File: config.mk
export PLATFORM = sky130hd
export DESIGN_NAME = pipeline_ctrl
export DESIGN_NICKNAME = d
export VERILOG_FILES = /design/src/rtl/pipe_ctrl_pkg.sv /design/src/rtl/hazard_detect.sv /design/src/rtl/pipeline_ctrl.sv
export SDC_FILE = /design/constraint.sdc
export NUM_CORES = 1
export LEC_CHECK = 0
export BUFFER_PORTS_ARGS = -buffer_cell sky130_fd_sc_hd__buf_2
export CAP_MARGIN = 20
export CELL_PAD_IN_SITES_DETAIL_PLACEMENT = 1
export CELL_PAD_IN_SITES_GLOBAL_PLACEMENT = 1
export CORE_MARGIN = 5
export CORE_UTILIZATION = 29
export DETAILED_ROUTE_END_ITERATION = 8
export GPL_ROUTABILITY_DRIVEN = 0
export PLACE_DENSITY = 0.87
export SETUP_SLACK_MARGIN = 0.2
export SYNTH_ARGS = -nofsm -noshare
export SYNTH_HDL_FRONTEND = slang
export SYNTH_SLANG_ARGS = --single-unit
export TNS_END_PERCENT = 50
File: constraint.sdc
create_clock -name clk -period 2.35 [get_ports clk]
set_input_delay 0.47 -clock clk [delete_from_list [all_inputs] [get_ports clk]]
set_output_delay 0.47 -clock clk [all_outputs]
set_load 0.02 [all_outputs]
File: src/rtl/pipe_ctrl_pkg.sv
// Shared definitions for the pipeline hazard/sequencing controller:
// FSM encodings, counter widths and a saturating increment helper.
package pipe_ctrl_pkg;

    typedef enum logic [1:0] {
        RUN    = 2'd0,
        DRAIN  = 2'd1,
        HALTED = 2'd2
    } state_e;

    localparam int CNT_W  = 32;
    localparam int DCNT_W = 3;
    localparam int WCNT_W = 8;

    function automatic logic [WCNT_W-1:0] sat_inc(input logic [WCNT_W-1:0] v);
        return (v == {WCNT_W{1'b1}}) ? v : v + {{(WCNT_W-1){1'b0}}, 1'b1};
    endfunction

endpackage

File: src/rtl/hazard_detect.sv
// Load-use hazard detector: a load in EX whose destination feeds the
// instruction currently in ID. Purely combinational.
module hazard_detect (
    input  logic [4:0] id_ex_rd_i,
    input  logic       id_ex_memread_i,
    input  logic [4:0] if_id_rs1_i,
    input  logic [4:0] if_id_rs2_i,
    output logic       load_use_o
);

    // x0 is hard-wired to zero, so a load targeting it never creates a hazard
    assign load_use_o = id_ex_memread_i && (id_ex_rd_i != 5'd0) &&
                        ((id_ex_rd_i == if_id_rs1_i) || (id_ex_rd_i == if_id_rs2_i));

endmodule

File: src/rtl/pipeline_ctrl.sv
// Hazard and halt/drain controller for the 5-stage pipeline.
// Define PIPE_CTRL_PERF_EN to build the stall/flush performance counters.
module pipeline_ctrl
    import pipe_ctrl_pkg::*;
#(
    parameter int DRAIN_CYCLES = 4,
    parameter int MEM_TIMEOUT  = 255
) (
    input  logic             clk,
    input  logic             reset,
    input  logic [4:0]       IF_ID_RS1,
    input  logic [4:0]       IF_ID_RS2,
    input  logic [4:0]       ID_EX_RD,
    input  logic             ID_EX_MemRead,
    input  logic             branch_taken,
    input  logic             mem_busy,
    input  logic             halt_req,
    output logic             PC_write,
    output logic             IF_ID_write,
    output logic             ID_EX_write,
    output logic             EX_MEM_write,
    output logic             IF_ID_flush,
    output logic             ID_EX_flush,
    output logic             MEM_WB_flush,
    output logic             halt_ack,
    output logic             mem_timeout,
    output logic [CNT_W-1:0] stall_cycles,
    output logic [CNT_W-1:0] flush_events
);

    state_e              state_q, state_d;
    logic [DCNT_W-1:0]   dcnt_q, dcnt_d;
    logic [WCNT_W-1:0]   wcnt_q, wcnt_d;
    logic                halt_ack_q, mem_timeout_q, mem_timeout_d;
    logic                load_use_s, stall_inc_s, flush_inc_s;

    hazard_detect u_hazard (
        .id_ex_rd_i      (ID_EX_RD),
        .id_ex_memread_i (ID_EX_MemRead),
        .if_id_rs1_i     (IF_ID_RS1),
        .if_id_rs2_i     (IF_ID_RS2),
        .load_use_o      (load_use_s)
    );

    // Next-state and pipe controls; priority mem_busy > branch > load-use > halt sequencing
    always_comb begin
        state_d      = state_q;
        dcnt_d       = dcnt_q;
        PC_write     = 1'b1;
        IF_ID_write  = 1'b1;
        ID_EX_write  = 1'b1;
        EX_MEM_write = 1'b1;
        IF_ID_flush  = 1'b0;
        ID_EX_flush  = 1'b0;
        MEM_WB_flush = 1'b0;
        stall_inc_s  = 1'b0;
        flush_inc_s  = 1'b0;
        if (reset) begin
            state_d = RUN;
            dcnt_d  = {DCNT_W{1'b0}};
        end else begin
            case (state_q)
                RUN, DRAIN: begin
                    if (mem_busy) begin
                        PC_write     = 1'b0;
                        IF_ID_write  = 1'b0;
                        ID_EX_write  = 1'b0;
                        EX_MEM_write = 1'b0;
                        MEM_WB_flush = 1'b1;
                        stall_inc_s  = 1'b1;
                    end else if (branch_taken) begin
                        IF_ID_flush  = 1'b1;
                        ID_EX_flush  = 1'b1;
                        flush_inc_s  = 1'b1;
                        // the branch cycle already injects one bubble into the drain
                        dcnt_d = (state_q == DRAIN) ? 3'd1 : dcnt_q;
                    end else if (load_use_s) begin
                        PC_write     = 1'b0;
                        IF_ID_write  = 1'b0;
                        ID_EX_flush  = 1'b1;
                        stall_inc_s  = 1'b1;
                    end else if (state_q == RUN) begin
                        if (halt_req) begin
                            state_d     = DRAIN;
                            dcnt_d      = 3'd0;
                            PC_write    = 1'b0;
                            IF_ID_flush = 1'b1;
                        end else begin
                            state_d = RUN;
                        end
                    end else begin
                        // PC is held while draining, so aborting back to RUN loses nothing
                        PC_write    = 1'b0;
                        IF_ID_flush = 1'b1;
                        dcnt_d      = dcnt_q + 3'd1;
                        if (!halt_req) begin
                            state_d = RUN;
                        end else if (dcnt_q == 3'(DRAIN_CYCLES - 1)) begin
                            state_d = HALTED;
                        end else begin
                            state_d = DRAIN;
                        end
                    end
                end
                HALTED: begin
                    PC_write     = 1'b0;
                    IF_ID_flush  = 1'b1;
                    ID_EX_flush  = 1'b1;
                    MEM_WB_flush = 1'b1;
                    state_d      = halt_req ? HALTED : RUN;
                end
                default: begin
                    state_d = RUN;
                    dcnt_d  = {DCNT_W{1'b0}};
                end
            endcase
        end
    end

    // Memory wait counter and sticky timeout flag
    always_comb begin
        wcnt_d        = mem_busy ? sat_inc(wcnt_q) : {WCNT_W{1'b0}};
        mem_timeout_d = mem_timeout_q || (wcnt_d >= WCNT_W'(MEM_TIMEOUT));
    end

    // State, counters and registered status outputs
    always_ff @(posedge clk) begin
        if (reset) begin
            state_q       <= RUN;
            dcnt_q        <= {DCNT_W{1'b0}};
            wcnt_q        <= {WCNT_W{1'b0}};
            halt_ack_q    <= 1'b0;
            mem_timeout_q <= 1'b0;
        end else begin
            state_q       <= state_d;
            dcnt_q        <= dcnt_d;
            wcnt_q        <= wcnt_d;
            halt_ack_q    <= (state_d == HALTED);
            mem_timeout_q <= mem_timeout_d;
        end
    end

    assign halt_ack    = halt_ack_q;
    assign mem_timeout = mem_timeout_q;

`ifdef PIPE_CTRL_PERF_EN
    logic [CNT_W-1:0] stall_cycles_q, flush_events_q;

    // Performance counters, wrapping modulo 2^CNT_W
    always_ff @(posedge clk) begin
        if (reset) begin
            stall_cycles_q <= {CNT_W{1'b0}};
            flush_events_q <= {CNT_W{1'b0}};
        end else begin
            stall_cycles_q <= stall_cycles_q + {{(CNT_W-1){1'b0}}, stall_inc_s};
            flush_events_q <= flush_events_q + {{(CNT_W-1){1'b0}}, flush_inc_s};
        end
    end

    assign stall_cycles = stall_cycles_q;
    assign flush_events = flush_events_q;
`else
    logic unused_perf_s;
    assign unused_perf_s = stall_inc_s ^ flush_inc_s;
    assign stall_cycles  = {CNT_W{1'b0}};
    assign flush_events  = {CNT_W{1'b0}};
`endif

endmodule

## Yosys cells after proc, flatten, opt, wreduce, memory -nomap -nowiden

Cells that the tools add are included.

- Register bits: 15
- Latch bits: 0
- Memory bits (writable): 0
- Memory bits (read-only): 0
- Input port bits: 21
- Output and inout port bits: 73
- Word-level logic and storage cells: 77
- Memories: 0

- Add/subtract/negate cells: 2
- Multipliers: 0
- Divide/modulo/power cells: 0
- $lt $le $gt $ge: 1
- Equal/unequal tests: 11
- Shifts and indexed selects: 0
- Multiplexer cells: 49
- Bitwise gates (word level): 1
- Reduce and logical (&&, ||, !) cells: 8

Operators with widths:

| operator | count |
|---|---|
| $mux W1 | 27 |
| $mux W3 | 6 |
| $mux W2 | 8 |
| $mux W8 | 2 |
| $eq A5 B5 Y1 | 2 |
| $add A8 B1 Y8 const B | 1 |
| $eq A8 B8 Y1 const B | 1 |
| $ge A8 B8 Y1 const B | 1 |
| $pmux W1 S2 | 4 |
| $ne A3 B3 Y1 const B | 2 |
| $pmux W3 S2 | 1 |
| $reduce_and A5 Y1 | 1 |
| $reduce_bool A5 Y1 | 1 |
| $eq A2 B2 Y1 const B | 2 |
| $ne A4 B4 Y1 const B | 1 |
| $pmux W2 S2 | 1 |
| $add A3 B1 Y3 const B | 1 |
| $eq A3 B2 Y1 const B | 1 |
| $eq A2 B1 Y1 const B | 1 |
| $logic_and A1 B1 Y1 | 2 |
| $logic_not A2 Y1 | 1 |
| $logic_or A1 B1 Y1 | 2 |
| $ne A2 B2 Y1 const B | 1 |
| $reduce_or A2 Y1 | 1 |
| $not A1 Y1 | 1 |

## Longest topological paths before layout

- Depth in word-level cells: 10
- Gate-level depth with buffers: 7
- Gate-level depth less buffers: 7

## Hierarchy

Synthesis repeated with hierarchy kept, for this count alone.

- Cells, all modules: 193
- Area total of the unflattened synthesis: 1511.4 um2

Modules (own cells, without submodules):

| module | instances | cells each | area an instance (um2) |
|---|---|---|---|
| pipeline_ctrl | 1 | 176 | 1386.3 |
| hazard_detect | 1 | 17 | 125.1 |

## Worst setup path before layout

OpenSTA, ideal clock, no wires.

- Kind: input -> output
- Start: input ID_EX_RD[1]
- End: output PC_write
- Data arrival time: 1941 ps
- Path slack: -61 ps
- Cell stages on the path: 5
- Buffers on the path: 0
- Cell sequence: or4_1 -> o21a_2 -> nand2_1 -> a21oi_1 -> o31ai_1

- Cells in the longest elaborated chain, start to end: 8
- Elaborated cells between the ends (all ways): 11
- Classes of those cells: eq/ne (2); mux (5); reduce/logical (4)

RTL lines:

| what | RTL line | text |
|---|---|---|
| start, declared | pipeline_ctrl.sv:13 | `input logic [4:0] ID_EX_RD,` |
| $eq A5 B5 Y1 / $reduce_bool A5 Y1 (equally long branches) | hazard_detect.sv:13, hazard_detect.sv:12 |  |
| $logic_or A1 B1 Y1 / $logic_and A1 B1 Y1 (equally long branches) | hazard_detect.sv:13, hazard_detect.sv:12 |  |
| $logic_and A1 B1 Y1 * | hazard_detect.sv:12 | `assign load_use_o = id_ex_memread_i && (id_ex_rd_i != 5'd0) &&` |
| $mux W1 * | pipeline_ctrl.sv:77 | `end else if (load_use_s) begin` |
| $mux W1 * | pipeline_ctrl.sv:71 | `end else if (branch_taken) begin` |
| $mux W1 * | pipeline_ctrl.sv:64 | `if (mem_busy) begin` |
| $pmux W1 S2 * | pipeline_ctrl.sv:62 | `case (state_q)` |
| $mux W1 * | pipeline_ctrl.sv:58 | `if (reset) begin` |
| end, declared | pipeline_ctrl.sv:18 | `output logic PC_write,` |

Mark *: on every way between the ends. The rest lies on a longest branch, timed or not.

## Worst setup path in the final report

- Start: input ID_EX_RD[3]
- End: output IF_ID_write

- Cells in the longest elaborated chain, start to end: 8
- Elaborated cells between the ends (all ways): 11
- Classes of those cells: eq/ne (2); mux (5); reduce/logical (4)

RTL lines:

| what | RTL line | text |
|---|---|---|
| $eq A5 B5 Y1 / $reduce_bool A5 Y1 (equally long branches) | hazard_detect.sv:13, hazard_detect.sv:12 |  |
| $logic_or A1 B1 Y1 / $logic_and A1 B1 Y1 (equally long branches) | hazard_detect.sv:13, hazard_detect.sv:12 |  |
| $logic_and A1 B1 Y1 * | hazard_detect.sv:12 |  |
| $mux W1 * | pipeline_ctrl.sv:77 |  |
| $mux W1 * | pipeline_ctrl.sv:71 |  |
| $mux W1 * | pipeline_ctrl.sv:64 |  |
| $mux W1 * | pipeline_ctrl.sv:62 |  |
| $mux W1 * | pipeline_ctrl.sv:58 |  |
| end, declared | pipeline_ctrl.sv:19 | `output logic IF_ID_write,` |

Marks and branches as above.

==> summary.md <==
| Metric | Value |
|---|---|
| Setup Viol. Count Final | 0 |
| Total clock sinks | 15 |
| H-Tree Depth | 1 |
| Area Growth Syn to Fin | 10.6% |
| Top_reg_cell synth | dfxtp_1 |
| Part of the Yosys area used for sequential elements | 0.202 |
| Largest cells by area after synthesis | buf_4 (33%), dfxtp_1 (20%), xnor2_1 (6.5%) |
| GRT Total Usage | 0.106 |
| Cell taking the most area after synthesis | buf_4 |
| First-pass GRT wire length | 5.55 mm |
| R2r startpoint | wcnt_q[0]$_SDFF_PP0_ |
| Final Total Pwr | 0.000698 W |
| Critical Path End | IF_ID_write |
| RSZ-0062 raised after global routing | true |
| Yosys cell types | 38 |
| Insertion delay to the later sink of the worst-skew pair | 0.25 ns |
| Vias post-DR | 1,221 |
| Crit path required time | 1.88 ns |
| Maximum vdd drop | 0.202 mV |
| Root Driver | clkbuf_8 |
| Max Fanout on Critical Path | 3 |
| Post-synth ARST share | 0 |
| Antenna violations before repair | 0 |
| Syn avg cell area | 7.62 um^2 |
| Final worst slack | 0.0310 ns |
| Vias in the first global route | 1,223 |
| Detail Placement HPWL | 2.96 mm |
| Clock edge transition at the registers on the reported setup and hold paths | 0.06 ns |
| Final ANT Viol Nets | 0 |
| Std cell rows | 26 |
| CP Capture Type | primary output |
| Worst setup SP type | input port |
| NumNets Final | 251 |
| Final worst path period share | 0.987 |
| CORE AREA | 5040 um^2 |
| Die Width | 81.6 um |
| Pre-CTS worst setup slack | -0.0412 ns |
| First-iteration detailed-routing DRC count | 19 |
| Syn Inst Count | 195 |
| F_max | 431 MHz |
| Initial core utilization | 0.295 |
| Final WL | 3.63 mm |
| CP arrival | 1.85 ns |
| Multi-input combinational cell area | 972 um^2 |
| CTS tree | done |
| Count leader, synth | buf_4 |
| Final Hold Vio Count | 0 |
| Tightest Pin Transition | 0.507 ns |
| Pwr/cell area | 425 nW/um^2 |
| Vias/cell | 4.13 |
| Post-layout min period | 2.32 ns |
| Cells after DPL | 291 |
| Reg-to-reg endpoint | mem_timeout$_SDFF_PP0_ |
| Drt pass-1 iters | 4 |
| Fin util | 0.326 |
| Post-synth top area share | 0.329 |
| Relative slew slack | 0.661 |
| Hold Crit Class | reg2reg |
| Status | completed |
| Fillers | 649 |
| # DRC | 0 |
| Number of synthesized register bits | 15 |
| Setup CP Type | in2out |
| Largest net degree at the start of global routing | 17 |
| Congestion Overflow GR | 0 |
| Post-synth EDFFs | 0 |
| Max Buffers Root-to-Sink | 2 |
| Synth warnings | 0 |
| Max-cap violations | 0 |
| Post-CTS Hold Buffers | 0 |
| Worst setup path startpoint | ID_EX_RD[3] |
| Register area | 300 um^2 |
| Netlist Area Pre-Place | 1490 um^2 |
| Fin Clk Skew | 0.00615 ns |
| Diode count | 0 |
| Pins Over Slew Limit | 0 |
| Avg WL per Cell | 12.3 um |
| Hold Crit Depth | 1 |
| Die span in y | 81.6 um |
| Port Buffers | 29 |
| Leakage power | 0.758 nW |
| Total CTS buffers | 3 |
| Die area | 6650 um^2 |
| Worst reg-to-reg path cell count | 7 |
| Share of cells above drive strength 1 | 0.239 |
| Setup slack, reg-to-reg | 0.68 ns |
| Commonest cells in the synthesized netlist | buf_4 (65), nand2_1 (22), dfxtp_1 (15) |
| Fin cells | 296 |
| Ports | 94 |
## worst min path at each step
stage                            from                     end  slack, ns
4_1_cts        mem_timeout$_SDFF_PP0_  mem_timeout$_SDFF_PP0_       0.48
6_report       mem_timeout$_SDFF_PP0_  mem_timeout$_SDFF_PP0_       0.47
3_3_place_gp   mem_timeout$_SDFF_PP0_  mem_timeout$_SDFF_PP0_       0.45
3_5_place_dp   mem_timeout$_SDFF_PP0_  mem_timeout$_SDFF_PP0_       0.47
2_1_floorplan  dcnt_q[2]$_SDFFE_PP0P_  dcnt_q[2]$_SDFFE_PP0P_       0.45
5_1_grt        mem_timeout$_SDFF_PP0_  mem_timeout$_SDFF_PP0_       0.51
## report_power, final
part | switching, W | total [W] | internal [W]
clock | 0.0000887 | 0.000206 | 0.000117
sequential | 0.00000519 | 0.000263 | 0.000258
combinational | 0.000165 | 0.000229 | 0.0000640
total | 0.000259 | 0.000698 | 0.000439
## cell usage in the layout, fill, tap and decap left out, types with 4 or more instances in the layout
master   instances
conb_1          64
buf_2           24
nand2_1         21
dfxtp_1         15
xnor2_1          9
nor2_1           9
nand3_1          6
a31oi_1          6
buf_4            6
buf_6            5
inv_1            4
a21oi_1          4
nor3_1           4
## final cells by class
class                      instances  area share
clock buffer                       3      0.0251
clock inverter                     1     0.00305
inverter                           4     0.00914
multi-input combinational        168       0.592
sequential                        15       0.183
tap                               70      0.0533
timing repair buffer              35       0.135
## flip-flops by register name, indices dropped and copies added (netlist names)
name / count
wcnt_q: 8
dcnt_q: 3
state_q: 2
halt_ack: 1
mem_timeout: 1
## cell families (layout without fill, tap and decap cells)
group / Yosys count / in the layout / synth area share
xor gates and xnor gates: 12 / 12 / 0.0708
adders and majority gates: 3 / 3 / 0.0253
muxes: 2 / 2 / 0.0135
and+or+nand+nor: 56 / 56 / 0.179
DFF: 15 / 15 / 0.202
AOI/OAI and AO/OA: 31 / 31 / 0.153
other: 1 / 64 / 0.00252
buffers and inverters: 75 / 43 / 0.354
## metrics by stage
step	setup TNS (ns)	hold WS [ns]	cell area, um^2
after floorplan	0	0.449	1740
after global placement	0	0.454	1500
after detailed placement	-0.0779	0.467	1500
after CTS	-0.00323	0.482	1630
after global routing	-0.0352	0.507	1640
final	0	0.473	1640
## critical path, stage by stage
cell     delay, ns
buf_6         0.09
or4_4         0.53
o21a_4        0.24
nand2_4       0.07
buf_6         0.11
nor2_4        0.04
o21ai_2       0.15
buf_6         0.14
## metal layers
layer,global-route usage,part of all wire
met5,0,0
met4,0.0405,0.012
met3,0.0197,0.063
met2,0.207,0.56
met1,0.111,0.36
## timing repair
item | in CTS | in global routing
setup buffers | 1 | 0
cloned | 0 | 0
setup endpoints to repair | 4 | 4
gates resized for setup | 18 | 3
pin swaps | 7 | 7
endpoints found under the hold margin | 0 | 0
(Power assumes the default switching activity.)
